===== src/rtl/cdb_grant_arbiter.sv =====
// Common-data-bus arbiter: rotating-priority grant of NUM_CDB ports among NUM_REQ result sources,
// with a registered CDB broadcast. Define CDB_STARVE_GUARD_EN to build the starvation guard.
module cdb_grant_arbiter #(
    parameter int NUM_REQ      = 8,
    parameter int NUM_CDB      = 3,
    parameter int TAG_W        = 6,
    parameter int DATA_W       = 32,
    parameter int STARVE_LIMIT = 4
) (
    input  logic                        clock,
    input  logic                        reset,
    input  logic                        mispredict,
    input  logic [NUM_REQ-1:0]          req,
    input  logic [NUM_REQ*TAG_W-1:0]    req_tag,
    input  logic [NUM_REQ*DATA_W-1:0]   req_data,
    output logic [NUM_REQ-1:0]          grant,
    output logic [NUM_CDB-1:0]          cdb_valid,
    output logic [NUM_CDB*TAG_W-1:0]    cdb_tag,
    output logic [NUM_CDB*DATA_W-1:0]   cdb_data,
    output logic [$clog2(NUM_REQ)-1:0]  rr_ptr_dbg
);

    localparam int PTR_W  = $clog2(NUM_REQ);
    localparam int PSEL_W = (NUM_CDB > 1) ? $clog2(NUM_CDB) : 1;

    if (STARVE_LIMIT < 1) begin : g_bad_limit
        $error("STARVE_LIMIT must be at least 1");
    end

    // Handshake: req[i] is the valid of source i and grant[i] is its ready, in the same cycle.
    // A granted source is consumed and must drop or replace req next cycle; a denied source holds
    // req, tag and data stable until granted.

    logic                 kill;
    logic [PTR_W-1:0]     rr_ptr;
    logic [PTR_W-1:0]     ptr_next;
    logic [NUM_REQ-1:0]   starved;
    logic [NUM_CDB-1:0]   port_valid;
    logic [TAG_W-1:0]     port_tag  [NUM_CDB];
    logic [DATA_W-1:0]    port_data [NUM_CDB];
    logic [PTR_W-1:0]     idx;
    int                   n_granted;

    assign kill       = reset || mispredict;
    assign rr_ptr_dbg = rr_ptr;

`ifdef CDB_STARVE_GUARD_EN
    localparam int CNT_W = $clog2(STARVE_LIMIT + 1);
    logic [CNT_W-1:0] wait_cnt [NUM_REQ];

    always_ff @(posedge clock) begin
        for (int i = 0; i < NUM_REQ; i++) begin
            if (kill || grant[i] || !req[i]) begin
                wait_cnt[i] <= '0;
            end else if (wait_cnt[i] != CNT_W'(STARVE_LIMIT)) begin
                wait_cnt[i] <= wait_cnt[i] + 1'b1;
            end
        end
    end

    always_comb begin
        for (int i = 0; i < NUM_REQ; i++) begin
            starved[i] = (wait_cnt[i] == CNT_W'(STARVE_LIMIT));
        end
    end
`else
    assign starved = '0;
`endif

    // Pass 0 scans starved sources, pass 1 the rest, both starting at rr_ptr. The pointer ends
    // one past the last winner, so a non-starved winner overrides a starved one.
    always_comb begin
        grant      = '0;
        port_valid = '0;
        ptr_next   = rr_ptr;
        n_granted  = 0;
        idx        = '0;
        for (int n = 0; n < NUM_CDB; n++) begin
            port_tag[n]  = '0;
            port_data[n] = '0;
        end
        if (!kill) begin
            for (int pass = 0; pass < 2; pass++) begin
                for (int k = 0; k < NUM_REQ; k++) begin
                    idx = PTR_W'((int'(rr_ptr) + k) % NUM_REQ);
                    if (req[idx] && (starved[idx] == (pass == 0)) && (n_granted < NUM_CDB)) begin
                        grant[idx]                    = 1'b1;
                        port_valid[PSEL_W'(n_granted)] = 1'b1;
                        port_tag[PSEL_W'(n_granted)]   = req_tag[idx*TAG_W +: TAG_W];
                        port_data[PSEL_W'(n_granted)]  = req_data[idx*DATA_W +: DATA_W];
                        ptr_next                      = PTR_W'((int'(idx) + 1) % NUM_REQ);
                        n_granted                     = n_granted + 1;
                    end
                end
            end
        end
    end

    always_ff @(posedge clock) begin
        if (kill) begin
            rr_ptr    <= '0;
            cdb_valid <= '0;
            cdb_tag   <= '0;
            cdb_data  <= '0;
        end else begin
            rr_ptr    <= ptr_next;
            cdb_valid <= port_valid;
            for (int n = 0; n < NUM_CDB; n++) begin
                cdb_tag[n*TAG_W +: TAG_W]    <= port_tag[n];
                cdb_data[n*DATA_W +: DATA_W] <= port_data[n];
            end
        end
    end

endmodule

===== config.mk =====
export PLATFORM = sky130hd
export DESIGN_NAME = cdb_grant_arbiter
export DESIGN_NICKNAME = d
export VERILOG_FILES = /design/src/rtl/cdb_grant_arbiter.sv
export SDC_FILE = /design/constraint.sdc
export NUM_CORES = 1
export LEC_CHECK = 0
export CAP_MARGIN = 40
export CORE_ASPECT_RATIO = 0.8
export CORE_UTILIZATION = 40
export CTS_CLUSTER_DIAMETER = 60
export DETAILED_ROUTE_END_ITERATION = 6
export PLACE_DENSITY_LB_ADDON = 0.15
export SYNTH_ARGS = -nofsm -noshare
export SYNTH_HDL_FRONTEND = slang
export SYNTH_SLANG_ARGS = --single-unit

===== constraint.sdc =====
create_clock -name clock -period 34.9 [get_ports clock]
set_clock_uncertainty 0.1 [all_clocks]
set_input_delay 8.725 -clock clock [delete_from_list [all_inputs] [get_ports clock]]
set_output_delay 8.725 -clock clock [all_outputs]
set_load 0.02 [all_outputs]

# After elaboration in Yosys (flattened, before gate mapping)
# Memories as Yosys holds them, arrays and structs flattened. A register that Yosys moved wholly into a read port is not among the register bits.
# Cells that the tools add are included.
totals:
  memories: 8
  mem_bits_ro: 64
  in_bits: 315
  out_inout_bits: 128
  elab_cells: 612
  ff_bits: 120
mem_list:
  columns: ["name", "words", "width", "read_ports", "rd_clocked_by_memory_dff", "write_ports", "line_no", "source"]
  rows:
  - ["(name not given)", 8, 1, 1, 0, 0, "86", "if (req[idx] && (starved[idx] == (pass == 0)) && (n_granted < NUM_CDB)) begin"]
  - ["(name not given)", 8, 1, 1, 0, 0, "86", null]
  - ["(name not given)", 8, 1, 1, 0, 0, "86", null]
  - ["(name not given)", 8, 1, 1, 0, 0, "86", null]
  - ["(name not given)", 8, 1, 1, 0, 0, "86", null]
  - ["(name not given)", 8, 1, 1, 1, 0, "86", null]
  - ["+2 memories", null, null, null, null, null, null, null]
classes:
  mul: 8
  muxes: 333
  n_addsub: 28
  magnitude_cmp: 91
  shift: 16
  bitwise_logic: 53
  reduce_logical: 71
op_table:
  columns: ["operator", "n"]
  rows:
  - ["$mux W96", 29]
  - ["$shiftx A256 B9 Y32", 8]
  - ["$mux W32", 46]
  - ["$bwmux W96", 15]
  - ["$demux W32 S2", 15]
  - ["$mux W18", 29]
  - ["$lt A32 B3 Y1 const B", 15]
  - ["$add A32 B2 Y32 const B", 14]
  - ["$shiftx A48 B7 Y6", 8]
  - ["$bwmux W18", 15]
  - ["$mux W8", 32]
  - ["$demux W6 S2", 15]
  - ["$mux W3", 47]
  - ["$or A8 B8 Y8", 15]
  - ["$mux W6", 17]
  - ["$logic_and A1 B1 Y1", 69]
  - ["$lt A2 B4 Y1 const B", 15]
  - ["$ge A2 B3 Y1 const B", 15]
  - ["$mux W1", 42]
  - ["$or A3 B3 Y3", 14]
  - ["$mul A3 B2 Y5 const B", 8]
  - ["$lt A3 B4 Y1 const B", 8]
  - ["$demux W1 S2", 15]
  - ["$ge A2 B1 Y1 const B", 15]
  - ["12 further kinds", 79]

# Longest topological paths before layout
# Gate-level depths: netlist (run 1).
logic_depth:
  word_depth: 68
  mapped_depth: 42
  depth_no_buf: 31

# Least setup slack after synthesis (run 1)
# OpenSTA, ideal clock, no wires.
synth_path:
  path_kind: "input port to output port"
  startpoint: "input port req[6]"
  endpoint: "output port grant[0]"
  stages: 30
  n_path_buf: 3
  arrival_time_ns: 14.932
  slack_ns: 11.143
  t_required_ns: 26.075
  path_cell_list: "mux4_2 mux2i_2 clkbuf_1 ha_1 o31ai_1 nand2_1 ha_1 nor3b_2 nor3_2 nor2_1 inv_2 ha_1 inv_1 ha_1 o31ai_2 nor3_2 or3_4 and2_1 buf_4 inv_2 ha_1 a22oi_1 ha_1 a22oi_2 o221ai_2 nand2b_1 buf_2 a31o_2 a21oi_1 a211oi_1"
synth_between:
  elab_chain_len: 65
  word_cells_on_any_way: 153
  cone_classes: "add/sub: 14; order compare: 15; mux: 78; bitwise: 15; reduce/logical: 31"
synth_rtl:
  columns: ["item", "line_no", "source"]
  rows:
  - ["from (decl)", "13", "input logic [NUM_REQ-1:0] req,"]
  - ["$bmux W1 S3", "86", null]
  - ["$mux W1 (implied by the code)", "86", null]
  - ["$logic_and A1 B1 Y1", "86", null]
  - ["$mux W1", "86", null]
  - ["$mux W32", "82", "if (!kill) begin"]
  - ["$lt A32 B3 Y1", "86", null]
  - ["$logic_and A1 B1 Y1", "86", null]
  - ["$mux W32", "86", null]
  - ["[... 49 more ...]", null, null]
  - ["$lt A32 B3 Y1", "86", null]
  - ["$logic_and A1 B1 Y1", "86", null]
  - ["$mux W32", "86", null]
  - ["$mux W32", "82", null]
  - ["$lt A32 B3 Y1", "86", null]
  - ["$logic_and A1 B1 Y1", "86", null]
  - ["$mux W8 (*)", "86", null]
  - ["$mux W8 (*)", "82", null]
  - ["to (decl)", "16", "output logic [NUM_REQ-1:0] grant,"]
# Mark *: on every way between the ends. The rest lies on a longest branch, timed or not. The select of a mux whose other input is x is not followed.

# Worst setup path after layout (run 1)
layout_path:
  startpoint: "input port req[6]"
  endpoint: "output port grant[4]"
# The elaborated chain is that of the path after synthesis.

==> impl_metrics.ini, run 1 <==
[run_status]
run_status = complete, but fails checks
violations = design-rule violations

[pwr]
p_per_area_mw_per_mm2 = 118.8
ir_drop_mv = 0.1190
leakage_uw = 0.008836
power.total_uw = 3124

[global_route]
grt_antenna_before_repair = 14
grt.overflow.total = 0
grt_usage_pct = 34.43
grtUsageMet3_pct = 8.550
grt_pass1_wl_microns = 136400
grt_util_met1_pct = 45.32
grt_pass1_vias = 21730
grt.met2_usage_pct = 52.50
grt_most_used_layer = met2
grt_max_degree = 125

[yosys]
syn_avg_cell_area_sq_um = 9.229
yosysTopAreaCellShare_pct = 34.22
synth_edf_count = 0
seq_area_frac_synth_pct = 11.66
ys_types = 78
synth_common_cells = mux4_2, nand2_1, mux2i_1, nor2_1, a211oi_1
ys_async_sr_fraction_pct = 0
synth-seq-cells = 120
ys_top_cells_by_area = mux4_2, dfxtp_1, mux2i_1
synth_most_common_cell = mux4_2
netlist_area_sq_mm = 0.02060
synthCells = 2232
synth_top_cell_by_area = mux4_2
synth_ff_type = dfxtp_1
ys_warn_count = 0

[clock_tree]
clock_latency_ns = 0.49
path_clk_slew_ns = 0.07
cts_buffers = 17
cts_sinks = 120
cts_resized = 0
cts_root_buffer = clkbuf_16
holdBufCountCts = 0
cts_tree = done
post_cts_buffers = 0
h-tree-depth = 4
clockBufferDepth = 2

[critical_path]
arrival_ns = 17.45
cpMostUsedCell = ha_1
endpoint_kind = primary output
cp_max_fo = 27
cp_slowest_cell = clkdlybuf4s50_1
reg2reg_depth = 33
criticalPathCategory = input pin to primary output
cp-start-kind = input pin
cp_data_required_time_ns = 26.08
crit_path_max_incr_delay_ns = 0.68

[sta]
fin_crit_ns = 26.28
slew_headroom_pct = 39.23
setup_viol = 0
max_slew.worst_pin.slew_ns = 0.9066
fin_crit_sh_pct = 75.29
finalMaxSlewViolations = 0
max_clock_freq_ghz = 0.03806
rsz0062_at_grt = no
hold_viol = 0
fin_ws_ns = 8.623
finalSetupTns_ns = 0

[floorplanning]
coreArea_sq_mm = 0.05024
chipHeight_microns = 205.0
start_util_pct = 41.01
io_pins = 443
fp-row-count = 73
die_area_sq_mm = 0.05242
die_w_microns = 255.7

[route]
antenna_left = 0
first_iter_violations = 2708
routed_wl_microns = 92370
drc = 8
drt_pass1_iterations = 7
routedWlPerCell_microns = 28.82
vias_per_cell = 7.002
vias = 22440

[finish]
seqCellArea_sq_mm = 0.002414
fillers = 4461
multi_input_area_sq_mm = 0.01716
synthToLayoutAreaGrowth_pct = 27.59
nNetsFinal = 2846
fin_cells = 3205
drive_above_1_share_pct = 19.75

[placement]
numPortBuffers = 442
dp.cells = 3160
dp_hpwl_microns = 63820
place_ws_ns = 8.859
gp_congestion = 0.9277

[hold_path]
holdPathStages = 4
hp-class = register to register

[run]
cap_violations = 0
sequential cells by signal, summed over array words and instances, names as in the netlist:
| signal | flops |
|---|---|
| cdb_tag | 18 |
| rr_ptr_dbg | 3 |
| cdb_data | 96 |
| cdb_valid | 3 |
cell families after synthesis:
kind of cell,after synthesis,share of synthesized area (%)
adders and majority gates,27,1.676
AOI/OAI and AO/OA,594,20.41
xor gates and xnor gates,8,0.3766
buffers and inverters,272,5.910
DFF,120,11.66
muxes,562,46.44
and+or+nand+nor,648,13.50
other,1,0.01820
placed cells by master (no fill, tap or decap), drive strengths merged, types with 18 or more instances in the layout:
master         netlist  final
a211oi             174    174
a21oi              101    101
clkdlybuf4s50        0    442
o221ai              21     21
nand2              267    267
nand3               22     22
nor3               102    102
o21ai               84     84
buf                123     65
dfxtp              120    120
clkbuf             132     18
a31oi               22     22
ha                  26     26
o211ai              62     62
mux4               313    313
o22ai               31     31
a221oi              19     19
nor2               207    207
mux2i              232    232
inv                 17     19
cell type report:
class                      count  share of cell area [%]
timing repair buffer         507                   19.62
sequential                   120                   9.183
tap                          675                   3.213
clock buffer                  18                   1.671
inverter                      17                  0.2523
antenna                       13                  0.1238
clock inverter                14                  0.6522
multi-input combinational   1841                   65.28
critical path, delay by kind of cell:
family | cells | cell delay, ns
AOI/OAI and AO/OA | 8 | 1.30
buffers and inverters | 8 | 2.66
muxes | 2 | 0.69
and+or+nand+nor | 8 | 2.40
adders and majority gates | 6 | 1.66
stage by stage:
stage          area (sq um)  util [%]  hold WS (ns)
6_report              26280     52.32        0.8370
5_1_grt               26270     52.29        0.9096
4_1_cts               26250     52.26        0.8168
3_5_place_dp          25640     51.04        0.8126
3_3_place_gp          25280     50.32        0.8314
2_1_floorplan         20600         -        0.9908
path summary, 6_finish.rpt:
kind / end / slack, ns / start
hold reg to reg: cdb_data[79] / 0.84 / rr_ptr_dbg[2]
setup reg to reg: cdb_data[45] / 24.39 / rr_ptr_dbg[0]
hold / removal: cdb_data[79] / 0.84 / rr_ptr_dbg[2]
setup / recovery: grant[4] / 8.62 / req[6]
metal layers:
layer  wire (microns)  up-vias
met5               79        -
li1                 -     9489
met1            36210    10970
met4             4156       12
met2            41060     1665
met3            10870      303
report_power, final:
group,switching [uW],internal [uW]
logic,1690,1030
registers,28.9,176
clock network,84.0,114
Note: power is estimated with default switching activity, not from simulation.
==> inputs of run 2 (changes only) <==
==> constraint.sdc (replaced) <==
create_clock -name clock -period 24.2 [get_ports clock]
set_clock_uncertainty 0.1 [all_clocks]
set_input_delay 6.05 -clock clock [delete_from_list [all_inputs] [get_ports clock]]
set_output_delay 6.05 -clock clock [all_outputs]
set_load 0.02 [all_outputs]
==> run 2 against run 1 <==
Compared with the run above: the run now ends clean; via count about the same; utilization fell by 0.16 points; register-to-register slack got worse by 10 ns; highest routed layer unchanged; power grew 43%; sequential share of layout area about the same; largest cell class unchanged; count of clock-buffer cells in the layout rose by 4.
==> impl_metrics.ini, run 2 (same netlist as run 1, synthesis figures left out) <==
[run_status]
run_status = finished clean

[finish]
drive_above_1_share_pct = 19.49
largestRegisters = cdb_data x96, cdb_tag x18
fin_area_sq_mm = 0.02620
nNetsFinal = 2844
fillers = 4492
largest_reg_flops = 96
final_util_pct = 52.16
synthToLayoutAreaGrowth_pct = 27.19
mostFrequentLayoutCells = clkdlybuf4s50_1, mux4_2, nand2_1
final_common_cell = clkdlybuf4s50_1
fin_cells = 3198
regMostFlops = cdb_data

[route]
first_iter_violations = 3269
drc = 0
routedWlPerCell_microns = 28.72
drt_pass1_iterations = 6
vias_per_cell = 7.018
vias = 22440
routed_wl_microns = 91850
antenna_left = 0

[placement]
dp.cells = 3158
gp_congestion = 0.9163
numPortBuffers = 442
place_ws_ns = 3.389
dpl_cell_area_sq_mm = 0.02558
dp_hpwl_microns = 62490

[critical_path]
rr_endpoint = cdb_data[1]
endpoint_kind = primary output
arrival_ns = 14.75
cp_data_required_time_ns = 18.05
crit_path_max_incr_delay_ns = 0.69
cpMostUsedCell = ha_1
cp_max_fo = 31
reg2reg_depth = 34
criticalPathCategory = input pin to primary output
cp_slowest_cell = clkdlybuf4s50_1
cp-start-kind = input pin
reg2reg_from = rr_ptr_dbg[0]
r2r_slack_ns = 13.93

[clock_tree]
cts_sinks = 120
cts_buffers = 17
cts_root_buffer = clkbuf_16
holdBufCountCts = 0
clock_latency_ns = 0.50
path_clk_slew_ns = 0.06
h-tree-depth = 4
clockBufferDepth = 2
cts_tree = done
cts_resized = 0
post_cts_buffers = 0

[sta]
fin_crit_sh_pct = 86.38
finalSetupTns_ns = 0
setup_viol = 0
rsz0062_at_grt = no
max_slew.worst_pin.slew_ns = 1.034
fin_crit_ns = 20.90
slew_headroom_pct = 31.04
fin_ws_ns = 3.296
hold_viol = 0
finalMaxSlewViolations = 0
max_clock_freq_ghz = 0.04784

[global_route]
grt.met2_usage_pct = 52.37
grt_util_met1_pct = 45.90
grt_most_used_layer = met2
grt_antenna_before_repair = 12
grtUsageMet3_pct = 7.585
grt_usage_pct = 34.31
grt_pass1_wl_microns = 135400
grt_max_degree = 121
grt.overflow.total = 0
grt_pass1_vias = 21520

[floorplanning]
start_util_pct = 41.01
die_area_sq_mm = 0.05242
die_w_microns = 255.7
io_pins = 443
chipHeight_microns = 205.0
fp-row-count = 73
coreArea_sq_mm = 0.05024

[pwr]
intPower_uw = 1911
p_per_area_mw_per_mm2 = 171.1
leakage_uw = 0.008810
p_clk_share_pct = 6.3
swShare_pct = 57.35
ir_drop_mv = 0.1871
seqPwrFrac_pct = 6.4
p_comb_share_pct = 87.3
p_sw_uw = 2571

[hold_path]
holdPathStages = 2
hp-class = register to register
hold_start = rr_ptr_dbg[1]
worstHoldEndpoint = rr_ptr_dbg[1]

[run]
cap_violations = 0
## run 2: cell types whose count changed in the layout (fill, tap and decap cells not counted)
| cell | delta |
|---|---|
| clkinvlp_4 | -3 |
| inv_6 | -2 |
| diode_2 | -4 |
| bufinv_16 | +1 |
| clkinv_2 | +1 |
| clkinv_4 | -2 |
| buf_12 | +3 |
| clkbuf_1 | +4 |
| buf_16 | -4 |
| buf_8 | -1 |
## run 2: worst max-delay path: cells and delay by family
kind,cells,cell delay [ns]
adder cells (fa/ha/maj),6,1.60
buffers and inverters,9,2.64
multiplexers,2,0.70
AO/OA/AOI/OAI,8,1.32
AND/OR/NAND/NOR,8,2.40
## run 2: power groups by stage
stage          logic (uW)  clock network [uW]  registers (uW)
3_3_place_gp         3720                   0             294
6_report             3910                 284             286
2_1_floorplan        2680                   0             323
3_5_place_dp         3800                   0             290
4_1_cts              3820                 288             286
5_1_grt              4160                 296             290
## run 2: layer usage
| metal | up-vias | part of all wire (%) |
|---|---|---|
| li1 | 9471 | - |
| met1 | 10980 | 39 |
| met2 | 1687 | 45 |
| met3 | 291 | 12 |
| met4 | 10 | 4.7 |
| met5 | - | 0.087 |
## run 2: metrics by stage
stage          hold WS (ns)  total power [uW]
3_5_place_dp         0.8354              4092
3_3_place_gp         0.8203              4010
5_1_grt              0.9215              4748
6_report             0.8359              4482
2_1_floorplan        0.9908              3003
4_1_cts              0.8451              4397
## run 2: cell type report
class / instances / area, sq um / area share (%)
clock inverters: 9 / 148.9 / 0.5683
well taps: 675 / 844.6 / 3.223
clock buffers: 22 / 454.2 / 1.733
multi-input cells: 1841 / 17160 / 65.49
diodes: 9 / 22.52 / 0.08596
inverters: 17 / 66.31 / 0.2531
repair buffers: 505 / 5092 / 19.44
flip-flops and latches: 120 / 2414 / 9.212
## run 2: worst max-delay path by stage
stage | startpoint | to | slack (ns)
floorplan | req[6] | grant[0] | 5.79
global placement | req[6] | grant[5] | 3.37
detailed placement | req[5] | grant[4] | 3.39
CTS | req[7] | grant[4] | 3.38
global route | req[6] | grant[4] | 2.79
finish | req[7] | grant[4] | 3.30
